File: src/rtl/usb_phy_rx_pkg.sv
// Shared types and helpers for the USB FS/LS receive path.
// Provides the receive sequencer state encoding, the error codes reported to
// the link layer, the SYNC/PID field width and a bit-reversal helper used to
// turn MSB-first deserializer bytes into USB LSB-first bytes.
package usb_phy_rx_pkg;

    typedef enum logic [2:0] {
        IDLE,
        HUNT,
        ACTIVE,
        EOP,
        DRAIN
    } rx_state_e;

    typedef enum logic [1:0] {
        ERR_NONE   = 2'd0,
        ERR_STUFF  = 2'd1,
        ERR_ALIGN  = 2'd2,
        ERR_BABBLE = 2'd3
    } rx_err_e;

    // Width of the SYNC field and of every byte; payload framing repeats on it.
    localparam int SYNC_PID_BITS = 8;

    function automatic logic [7:0] bit_reverse(input logic [7:0] b);
        logic [7:0] r;
        for (int i = 0; i < 8; i++) begin
            r[i] = b[7-i];
        end
        return r;
    endfunction

endpackage

File: src/rtl/usb_sync_hunter.sv
// SYNC detector for the receive sequencer.
// Counts consecutive decoded zeros (saturating at MIN_SYNC_ZEROS) while
// hunting and flags the terminating 1 once enough zeros were seen. Starting
// later than the first SYNC bit is tolerated because only the tail matters.
// Ports:
//   i_clk, i_rst_n  clock, asynchronous active-low reset
//   i_hunt          counter runs only while high, otherwise held at zero
//   i_bit           decoded bit
//   i_bit_valid     bit / SE0 qualifier
//   i_se0           line in SE0 this bit time (restarts the zero run)
//   o_hit           combinational sync hit for the current bit
module usb_sync_hunter #(
    parameter int MIN_SYNC_ZEROS = 4
) (
    input  logic i_clk,
    input  logic i_rst_n,
    input  logic i_hunt,
    input  logic i_bit,
    input  logic i_bit_valid,
    input  logic i_se0,
    output logic o_hit
);

    localparam int RUN_W = $clog2(MIN_SYNC_ZEROS + 1);
    localparam logic [RUN_W-1:0] RUN_MAX = RUN_W'(MIN_SYNC_ZEROS);

    logic [RUN_W-1:0] run_q;
    logic [RUN_W-1:0] run_d;

    // Zero-run tracking; any 1 or SE0 restarts the run.
    always_comb begin
        run_d = run_q;
        o_hit = 1'b0;
        if (!i_hunt) begin
            run_d = '0;
        end else if (i_bit_valid) begin
            if (i_se0) begin
                run_d = '0;
            end else if (!i_bit) begin
                if (run_q != RUN_MAX) begin
                    run_d = run_q + RUN_W'(1);
                end
            end else begin
                run_d = '0;
                o_hit = (run_q == RUN_MAX);
            end
        end
    end

    // Run counter register.
    always_ff @(posedge i_clk or negedge i_rst_n) begin
        if (!i_rst_n) begin
            run_q <= '0;
        end else begin
            run_q <= run_d;
        end
    end

endmodule

File: src/rtl/usb_rx_packet_ctrl.sv
// FS/LS receive packet sequencer between the NRZI decoder/bit-unstuffer and
// the external 8-bit deserializer. Hunts SYNC, pulses the deserializer sync,
// forwards payload bits, frames the packet on EOP and reports UTMI-style
// RxActive/RxValid/RxData/RxError with stuff, alignment and babble errors.
// Ports:
//   i_clk, i_rst_n            clock, asynchronous active-low reset
//   i_enable                  receive enable (low while transmitting)
//   i_bit, i_bit_valid        decoded destuffed bit and its qualifier
//   i_se0                     line in SE0 this bit time
//   i_stuff_err               unstuffer saw seven consecutive ones
//   o_s2p_sync                one-cycle sync pulse to the deserializer
//   o_s2p_data, o_s2p_valid   payload bit to the deserializer
//   i_s2p_data, i_s2p_valid   deserializer byte (first bit in MSB) and strobe
//   o_rx_active               packet in progress
//   o_rx_valid, o_rx_data     received byte in USB LSB-first order
//   o_rx_error                single-cycle error pulse
//   o_rx_err_code             latched error code, cleared on next SYNC
//   o_byte_count              bytes delivered in the current/last packet
module usb_rx_packet_ctrl
    import usb_phy_rx_pkg::*;
#(
    parameter int MIN_SYNC_ZEROS = 4,
    parameter int MAX_BYTES      = 1027,
    parameter int BC_W           = $clog2(MAX_BYTES + 1)
) (
    input  logic            i_clk,
    input  logic            i_rst_n,
    input  logic            i_enable,
    input  logic            i_bit,
    input  logic            i_bit_valid,
    input  logic            i_se0,
    input  logic            i_stuff_err,
    output logic            o_s2p_sync,
    output logic            o_s2p_data,
    output logic            o_s2p_valid,
    input  logic [7:0]      i_s2p_data,
    input  logic            i_s2p_valid,
    output logic            o_rx_active,
    output logic            o_rx_valid,
    output logic [7:0]      o_rx_data,
    output logic            o_rx_error,
    output logic [1:0]      o_rx_err_code,
    output logic [BC_W-1:0] o_byte_count
);

    localparam int PHASE_W = $clog2(SYNC_PID_BITS);
    localparam logic [BC_W-1:0] BYTE_LIMIT = BC_W'(MAX_BYTES);

    rx_state_e          state_q, state_d;
    rx_err_e            err_code_q, err_code_d;
    rx_err_e            err;
    logic [PHASE_W-1:0] phase_q, phase_d;
    logic [BC_W-1:0]    byte_count_q, byte_count_d;
    logic [7:0]         rx_data_q, rx_data_d;
    logic               rx_active_q, rx_active_d;
    logic               rx_valid_q, rx_valid_d;
    logic               rx_error_q, rx_error_d;
    logic               se0_seen_q, se0_seen_d;
    logic               eop_j_q, eop_j_d;
    logic               sync_hit;
    logic               byte_in;
    logic               babble;

    usb_sync_hunter #(
        .MIN_SYNC_ZEROS(MIN_SYNC_ZEROS)
    ) u_sync_hunter (
        .i_clk      (i_clk),
        .i_rst_n    (i_rst_n),
        .i_hunt     (i_enable && (state_q == HUNT)),
        .i_bit      (i_bit),
        .i_bit_valid(i_bit_valid),
        .i_se0      (i_se0),
        .o_hit      (sync_hit)
    );

    // The SYNC-terminating 1 is consumed here; only payload bits reach the deserializer.
    assign o_s2p_sync  = sync_hit;
    assign o_s2p_data  = i_bit;
    assign o_s2p_valid = i_enable && (state_q == ACTIVE) && i_bit_valid
                         && !i_se0 && !i_stuff_err;

    // Bytes can still arrive during EOP because the deserializer lags one bit time.
    assign byte_in = i_enable && i_s2p_valid && ((state_q == ACTIVE) || (state_q == EOP));
    assign babble  = byte_in && (byte_count_q == BYTE_LIMIT);

    // Next-state and registered-output computation.
    always_comb begin
        state_d      = state_q;
        phase_d      = phase_q;
        err_code_d   = err_code_q;
        byte_count_d = byte_count_q;
        rx_data_d    = rx_data_q;
        rx_valid_d   = 1'b0;
        rx_error_d   = 1'b0;
        se0_seen_d   = se0_seen_q;
        eop_j_d      = eop_j_q;
        err          = ERR_NONE;

        if (!i_enable) begin
            state_d = IDLE;
        end else begin
            if (byte_in && !babble) begin
                rx_valid_d   = 1'b1;
                rx_data_d    = bit_reverse(i_s2p_data);
                byte_count_d = byte_count_q + BC_W'(1);
            end

            case (state_q)
                IDLE: state_d = HUNT;
                HUNT: begin
                    if (sync_hit) begin
                        state_d      = ACTIVE;
                        phase_d      = '0;
                        err_code_d   = ERR_NONE;
                        byte_count_d = '0;
                    end
                end
                ACTIVE: begin
                    if (i_bit_valid) begin
                        if (i_stuff_err) begin
                            err = ERR_STUFF;
                        end else if (i_se0) begin
                            if (phase_q != '0) begin
                                err = ERR_ALIGN;
                            end else begin
                                state_d = EOP;
                            end
                        end else begin
                            phase_d = phase_q + PHASE_W'(1);
                        end
                    end
                end
                EOP: begin
                    // A byte landing together with J holds the exit one more
                    // cycle so the last RxValid comes before RxActive falls.
                    if (eop_j_q || (i_bit_valid && !i_se0)) begin
                        if (byte_in) begin
                            eop_j_d = 1'b1;
                        end else begin
                            state_d = IDLE;
                        end
                    end
                end
                DRAIN: begin
                    if (i_bit_valid) begin
                        if (i_se0) begin
                            se0_seen_d = 1'b1;
                        end else if (se0_seen_q) begin
                            state_d = IDLE;
                        end
                    end
                end
                default: state_d = IDLE;
            endcase

            if ((err == ERR_NONE) && babble) begin
                err = ERR_BABBLE;
            end

            // SE0 already on the line when the error hits counts toward the drain exit.
            if (err != ERR_NONE) begin
                state_d    = DRAIN;
                err_code_d = err;
                rx_error_d = 1'b1;
                se0_seen_d = (err != ERR_STUFF)
                             && ((i_bit_valid && i_se0) || (state_q == EOP));
            end
        end

        if (state_d != EOP) begin
            eop_j_d = 1'b0;
        end
        if (state_d != DRAIN) begin
            se0_seen_d = 1'b0;
        end
        rx_active_d = (state_d == ACTIVE) || (state_d == EOP) || (state_d == DRAIN);
    end

    // State and output registers.
    always_ff @(posedge i_clk or negedge i_rst_n) begin
        if (!i_rst_n) begin
            state_q      <= IDLE;
            phase_q      <= '0;
            err_code_q   <= ERR_NONE;
            byte_count_q <= '0;
            rx_data_q    <= '0;
            rx_active_q  <= 1'b0;
            rx_valid_q   <= 1'b0;
            rx_error_q   <= 1'b0;
            se0_seen_q   <= 1'b0;
            eop_j_q      <= 1'b0;
        end else begin
            state_q      <= state_d;
            phase_q      <= phase_d;
            err_code_q   <= err_code_d;
            byte_count_q <= byte_count_d;
            rx_data_q    <= rx_data_d;
            rx_active_q  <= rx_active_d;
            rx_valid_q   <= rx_valid_d;
            rx_error_q   <= rx_error_d;
            se0_seen_q   <= se0_seen_d;
            eop_j_q      <= eop_j_d;
        end
    end

    assign o_rx_active   = rx_active_q;
    assign o_rx_valid    = rx_valid_q;
    assign o_rx_data     = rx_data_q;
    assign o_rx_error    = rx_error_q;
    assign o_rx_err_code = err_code_q;
    assign o_byte_count  = byte_count_q;

endmodule

File: config.mk
export PLATFORM = sky130hd
export DESIGN_NAME = usb_rx_packet_ctrl
export DESIGN_NICKNAME = d
export VERILOG_FILES = /design/src/rtl/usb_phy_rx_pkg.sv /design/src/rtl/usb_sync_hunter.sv /design/src/rtl/usb_rx_packet_ctrl.sv
export SDC_FILE = /design/constraint.sdc
export NUM_CORES = 1
export LEC_CHECK = 0
export CAP_MARGIN = 20
export CORE_AREA = 4 4 99 54
export CTS_CLUSTER_DIAMETER = 30
export DETAILED_ROUTE_END_ITERATION = 10
export DIE_AREA = 0 0 103 58
export PLACE_DENSITY = 0.7
export SLEW_MARGIN = 10
export SYNTH_ARGS = -nofsm -noshare
export SYNTH_HDL_FRONTEND = slang
export SYNTH_HIERARCHICAL = 1
export SYNTH_SLANG_ARGS = --single-unit
File: constraint.sdc
create_clock -name i_clk -period 4.77 [get_ports i_clk]
set_input_delay 0.7155 -clock i_clk [delete_from_list [all_inputs] [get_ports i_clk]]
set_output_delay 0.7155 -clock i_clk [all_outputs]
set_load 0.05 [all_outputs]
-- Word level (Yosys, flattened, before mapping)
Cells that the tools add are included.
- output and inout port bits: 27
- register bits: 35
- add/sub/neg operators: 3
- mux-type cells: 56
- reductions and logical operators: 42
- eq/ne operators: 19
- operators by type and width (kind ; count):
    $mux W3 ; 21
    $mux W11 ; 3
    $mux W2 ; 11
    $mux W1 ; 19
    $reduce_bool A2 Y1 ; 9
    $pmux W3 S5 ; 1
    $logic_and A1 B1 Y1 ; 13
    $eq A3 B2 Y1 const B ; 4
    $reduce_bool A3 Y1 ; 4
    $add A11 B1 Y11 const B ; 1
    $eq A11 B11 Y1 const B ; 1
    $ne A2 B2 Y1 const B ; 5
    $eq A3 B3 Y1 const B ; 3
    $reduce_and A4 Y1 ; 2
    $add A3 B1 Y3 const B ; 2
    $ne A3 B3 Y1 const B ; 2
    $pmux W3 S2 ; 1
    $reduce_and A6 Y1 ; 1
    $logic_or A1 B1 Y1 ; 5
    $ne A4 B4 Y1 const B ; 1
    $reduce_and A2 Y1 ; 2
    $eq A3 B1 Y1 const B ; 1
    $logic_not A1 Y1 ; 3
    $logic_not A3 Y1 ; 1
    4 further kinds ; 4

-- Longest topological paths before layout
- word-level depth: 17
- mapped depth: 9

-- Hierarchy
Netlist, hierarchy kept.
- by module, submodules not included (module ; seq. area each (µm²) ; cells an instance ; times used ; area each (µm²)):
    usb_rx_packet_ctrl ; 800.8 ; 160 ; 1 ; 1714.1
    usb_sync_hunter ; 75.1 ; 23 ; 1 ; 201.4

-- Least setup slack after synthesis
No wires, ideal clock.
- path type: input port to flip-flop
- start point: in i_enable
- end point: reg phase_q[2]
- path buffers: 0
- cell stages on the path: 8
- library setup time: 0.077 ns
- data arrival time: 2.975 ns
- required time: 4.693 ns
- setup slack: 1.718 ns
- cell sequence: nand2b_1 nor3b_1 nand4b_1 nor2_1 and3b_1 a31oi_1 or4_1 a21oi_1
- longest elaborated chain between the ends: 4
- RTL lines (item ; line ; RTL):
    start, declared ; usb_rx_packet_ctrl.sv:28 ; input logic i_enable,
    $logic_and A1 B1 Y1 ; usb_rx_packet_ctrl.sv:69 ; .i_hunt (i_enable && (state_q == HUNT)),
    $mux W1 ; usb_sync_hunter.sv:34 ; if (!i_hunt) begin
    via o_s2p_sync ; usb_rx_packet_ctrl.sv:33 ; output logic o_s2p_sync,
    $ne A2 B2 Y1 (no source line) ; - ;
    $reduce_and A6 Y1 (no source line) ; - ;
    end signal, assigned ; usb_rx_packet_ctrl.sv:194 ; phase_q <= phase_d;
    end, declared ; usb_rx_packet_ctrl.sv:52 ; logic [PHASE_W-1:0] phase_q, phase_d;
The timed path passes the listed nets, and every way through them passes these cells.
A chain may end at the register's enable or synchronous reset.

-- Final worst setup path
- start point: in i_enable
- end point: out o_s2p_sync
- longest elaborated chain between the ends: 2
- RTL lines (item ; line):
    $logic_and A1 B1 Y1 ; usb_rx_packet_ctrl.sv:69
    $mux W1 ; usb_sync_hunter.sv:34
    end, declared ; usb_rx_packet_ctrl.sv:33
No other way between the ends.

==> impl_results.md <==
- Detailed-route wire length per cell: 14.8 µm
- Critical path's slowest cell: sky130_fd_sc_hd__clkdlybuf4s50_1
- Beginning of the worst register-to-register path: state_q[2]$_DFF_PN0_
- Number of standard cells in the layout, taps in and fillers out: 285
- Aggregate global-route resource usage: 0.154
- Core area: 4380 µm²
- Clock buffer depth: 2
- Cell area after layout: 2500 µm²
- Commonest non-fill, non-tap cell in the layout: sky130_fd_sc_hd__clkdlybuf4s50_1
- Iteration-0 DRC count of the detailed router: 51
- Cells on worst reg2reg path: 8
- Buffer count from post-CTS setup fixing: 0
- Die Footprint: 5970 µm²
- Leakage: 1.05 nW
- Power density normalized to cell area: about 250 nW/µm²
- Worst setup path category: in -> out
- Clock tree root buffer cell: sky130_fd_sc_hd__clkbuf_8
- Count of buffers from port buffering: 42
- Unrepaired setup endpoints after global routing: no
- Slew @ Worst Pin: around 970 ps
- Count of maximum capacitance violations: 0
- Post-Place Setup Slack: 846 ps
- Final weighted congestion in routability-driven placement: 0.806
- Final clock skew: 4.92 ps
- Critical path startpoint: i_enable
- Count of yosys warnings during synthesis: 6
- Data arrival time of the worst path: around 3200 ps
- Maximum clock rate: 0.253 GHz
- Total I/O pin count: 43
- Post-synthesis average cell area: 10.5 µm²
- Clock sink total: 35
- CTS Hold Buffers Added: 0
- Total DRC errors in the routed layout: 0
- Mapped Cells: 183
- Clock-pin slew reported for the worst setup and hold paths after clock tree synthesis: approximately 70 ps
- Critical Path Source Type: input pin
- Num CTS Buffers: 5
- Post-route minimum period: ~4000 ps
- Cell area after placement: around 2400 µm²
- Count of H-tree levels built during CTS: 2
- Routed via count divided by cell count: 5.49
- Post-layout nets: 248
- Class of the tightest hold or removal check: reg -> reg
- Max-slew violation count: 0
- Area overhead of the layout relative to synthesis: 30.4%
- Setup slack of the worst register-to-register path: 1810 ps
- Post-synth top flop: sky130_fd_sc_hd__dfrtp_1
- Detailed placement HPWL: between 3000 and 4000 µm
- Worst max-slew margin expressed relative to the limit: 0.352
- Worst setup slack after layout: 819 ps
- Count of final setup violators: 0
- Number of antenna violations at the first check in global routing: 0
- Total Neg Setup Slack: 0 ps
- Number of distinct standard cells referenced by the synthesized netlist: 54
- Hold path startpoint: o_rx_data[4]$_DFFE_PN0P_
- Share of flip-flops with an asynchronous set or reset after synthesis: 1.00
- DIE HEIGHT: 58 µm
- ANT nets after route: 0
- Maximum single-stage delay on the critical path: 850 ps
- Routed wire length: roughly 4200 µm
- Number of global-route vias before repair: 1549
- Reg2reg end: o_rx_err_code[1]$_DFFE_PN0P_
- Peak fanout along the critical path: 15
- Congestion Overflow GR: 0
- Critical path endpoint category: output port
- Result of the run: completed
- Largest net degree at the start of global routing: 36
- Hold violation total from the final report: 0
- Resized cells post-CTS: 0
- Count of TritonRoute iterations in the first routing pass: 4
- Portion of the post-synthesis area used by sequential elements: 0.457
- Worst vdd ir: 144 µV
- Placed instance count: 277
- Synthesized Nets: 204
- CTS tree: built
- Fraction of final layout cells sized beyond drive strength 1: 0.0965
- Count of fill cells added during filler insertion: 367
- Data required time of the worst path: between 4000 and 5000 ps
- Critical-path cell list: clkdlybuf4s50_1 > buf_4 > nand2b_1 > nor3b_1 > nand4b_1 > nor2_1 > clkdlybuf4s50_1
- Die width: 103 µm
- Most common cell type on the critical path: sky130_fd_sc_hd__clkdlybuf4s50_1
- Std-Cell Rows: 17
- Initial cell density of the core: 0.437
- CP Capture Point: o_s2p_sync
- Mapped cell area: 1920 µm²
- Global-route wire length before repair: between 7000 and 8000 µm
- Via total after detailed routing: 1565
- Number of flops mapped to enable cells by yosys: 0
- Number of storage elements in the synthesis netlist: 35
- Commonest cells after routing, fill and taps aside: sky130_fd_sc_hd__clkdlybuf4s50_1, sky130_fd_sc_hd__dfrtp_1, sky130_fd_sc_hd__nor2_1, sky130_fd_sc_hd__nand2_1, sky130_fd_sc_hd__mux2_1
- Final antenna diode count: 0
- Final worst-path cycle share: 0.828
- Source-to-sink clock delay at the later pin of the worst-skew pair: roughly 280 ps
## sequential cells by signal, summed over array words and instances (netlist names)
register	count
o_byte_count	11
o_rx_data	8
phase_q	3
state_q	3
u_sync_hunter/run_q	3
o_rx_err_code	2
eop_j_q	1
o_rx_active	1
o_rx_error	1
o_rx_valid	1
se0_seen_q	1
## layout make-up
class                   instances  area [µm²]  area share
multi-input cells             134         971       0.389
flip-flops and latches         35         876       0.351
repair buffers                 44         435       0.174
clock buffers                   6        82.6      0.0331
well taps                      57        71.3      0.0286
clock inverters                 2        35.0      0.0140
inverters                       7        26.3      0.0105
## stage by stage
step                      total power, mW   util  hold WS, ps
after floorplan                     0.319      -          420
after global placement              0.344  0.543          469
after detailed placement            0.345  0.543          480
after CTS                           0.620  0.570          495
after global routing                0.641  0.570          516
final                               0.615  0.570          491
## cells in the mapped netlist (all sizes together), types with 2 or more instances
master,instances,share of area
dfrtp,35,0.46
nor2,15,0.029
nand2,13,0.025
mux2,10,0.059
nor3,8,0.024
inv,7,0.014
xnor2,7,0.032
buf,6,0.020
a21oi,5,0.013
ha,5,0.033
nand3,5,0.013
nor4,5,0.023
o21a,5,0.020
nand2b,4,0.013
nand4,4,0.013
nor2b,4,0.013
o21ai,4,0.010
a31oi,3,0.013
nand3b,3,0.012
a22o,2,0.0091
and2,2,0.0065
and3,2,0.0065
nand4b,2,0.017
nor3b,2,0.010
o211ai,2,0.0078
o22ai,2,0.0065
or3,2,0.0091
xor2,2,0.0091
## routing by layer
metal,part of all wire,track usage,up-vias,wire [µm]
li1,-,-,748,-
met1,0.46,0.213,767,1940
met2,0.48,0.242,45,2010
met3,0.054,0.0397,5,228
met4,0.0090,0.0387,0,38
met5,0,0,-,0
## worst max-delay path, delay by kind of cell
kind / cells / cell delay, ps
buf+inv: 3 / 1490
simple gates: 4 / 1030
## cell families after synthesis
family                     count (synthesis)  synth area share
and+or+nand+nor                           79             0.259
DFF                                       35             0.457
AOI/OAI and AO/OA                         30             0.110
buffers and inverters                     14            0.0359
muxes                                     11            0.0640
xor gates and xnor gates                   9            0.0412
adders and majority gates                  5            0.0327
## how the worst min path moves through the flow
stage,endpoint,depth (start not counted)
after CTS,o_rx_data[4]$_DFFE_PN0P_,1
after global placement,o_rx_data[1]$_DFFE_PN0P_,1
after floorplan,eop_j_q$_DFFE_PN0P_,0
after global routing,o_rx_data[2]$_DFFE_PN0P_,1
final,o_rx_data[4]$_DFFE_PN0P_,1
after detailed placement,o_rx_data[4]$_DFFE_PN0P_,1
## where the power goes
group / internal [mW] / switching [mW] / leakage (nW)
clock: 0.169 / 0.107 / 0.0612
sequential: 0.298 / 0.00214 / 0.486
combinational: 0.0183 / 0.0207 / 0.506
Note: power is estimated with default switching activity, not from simulation.
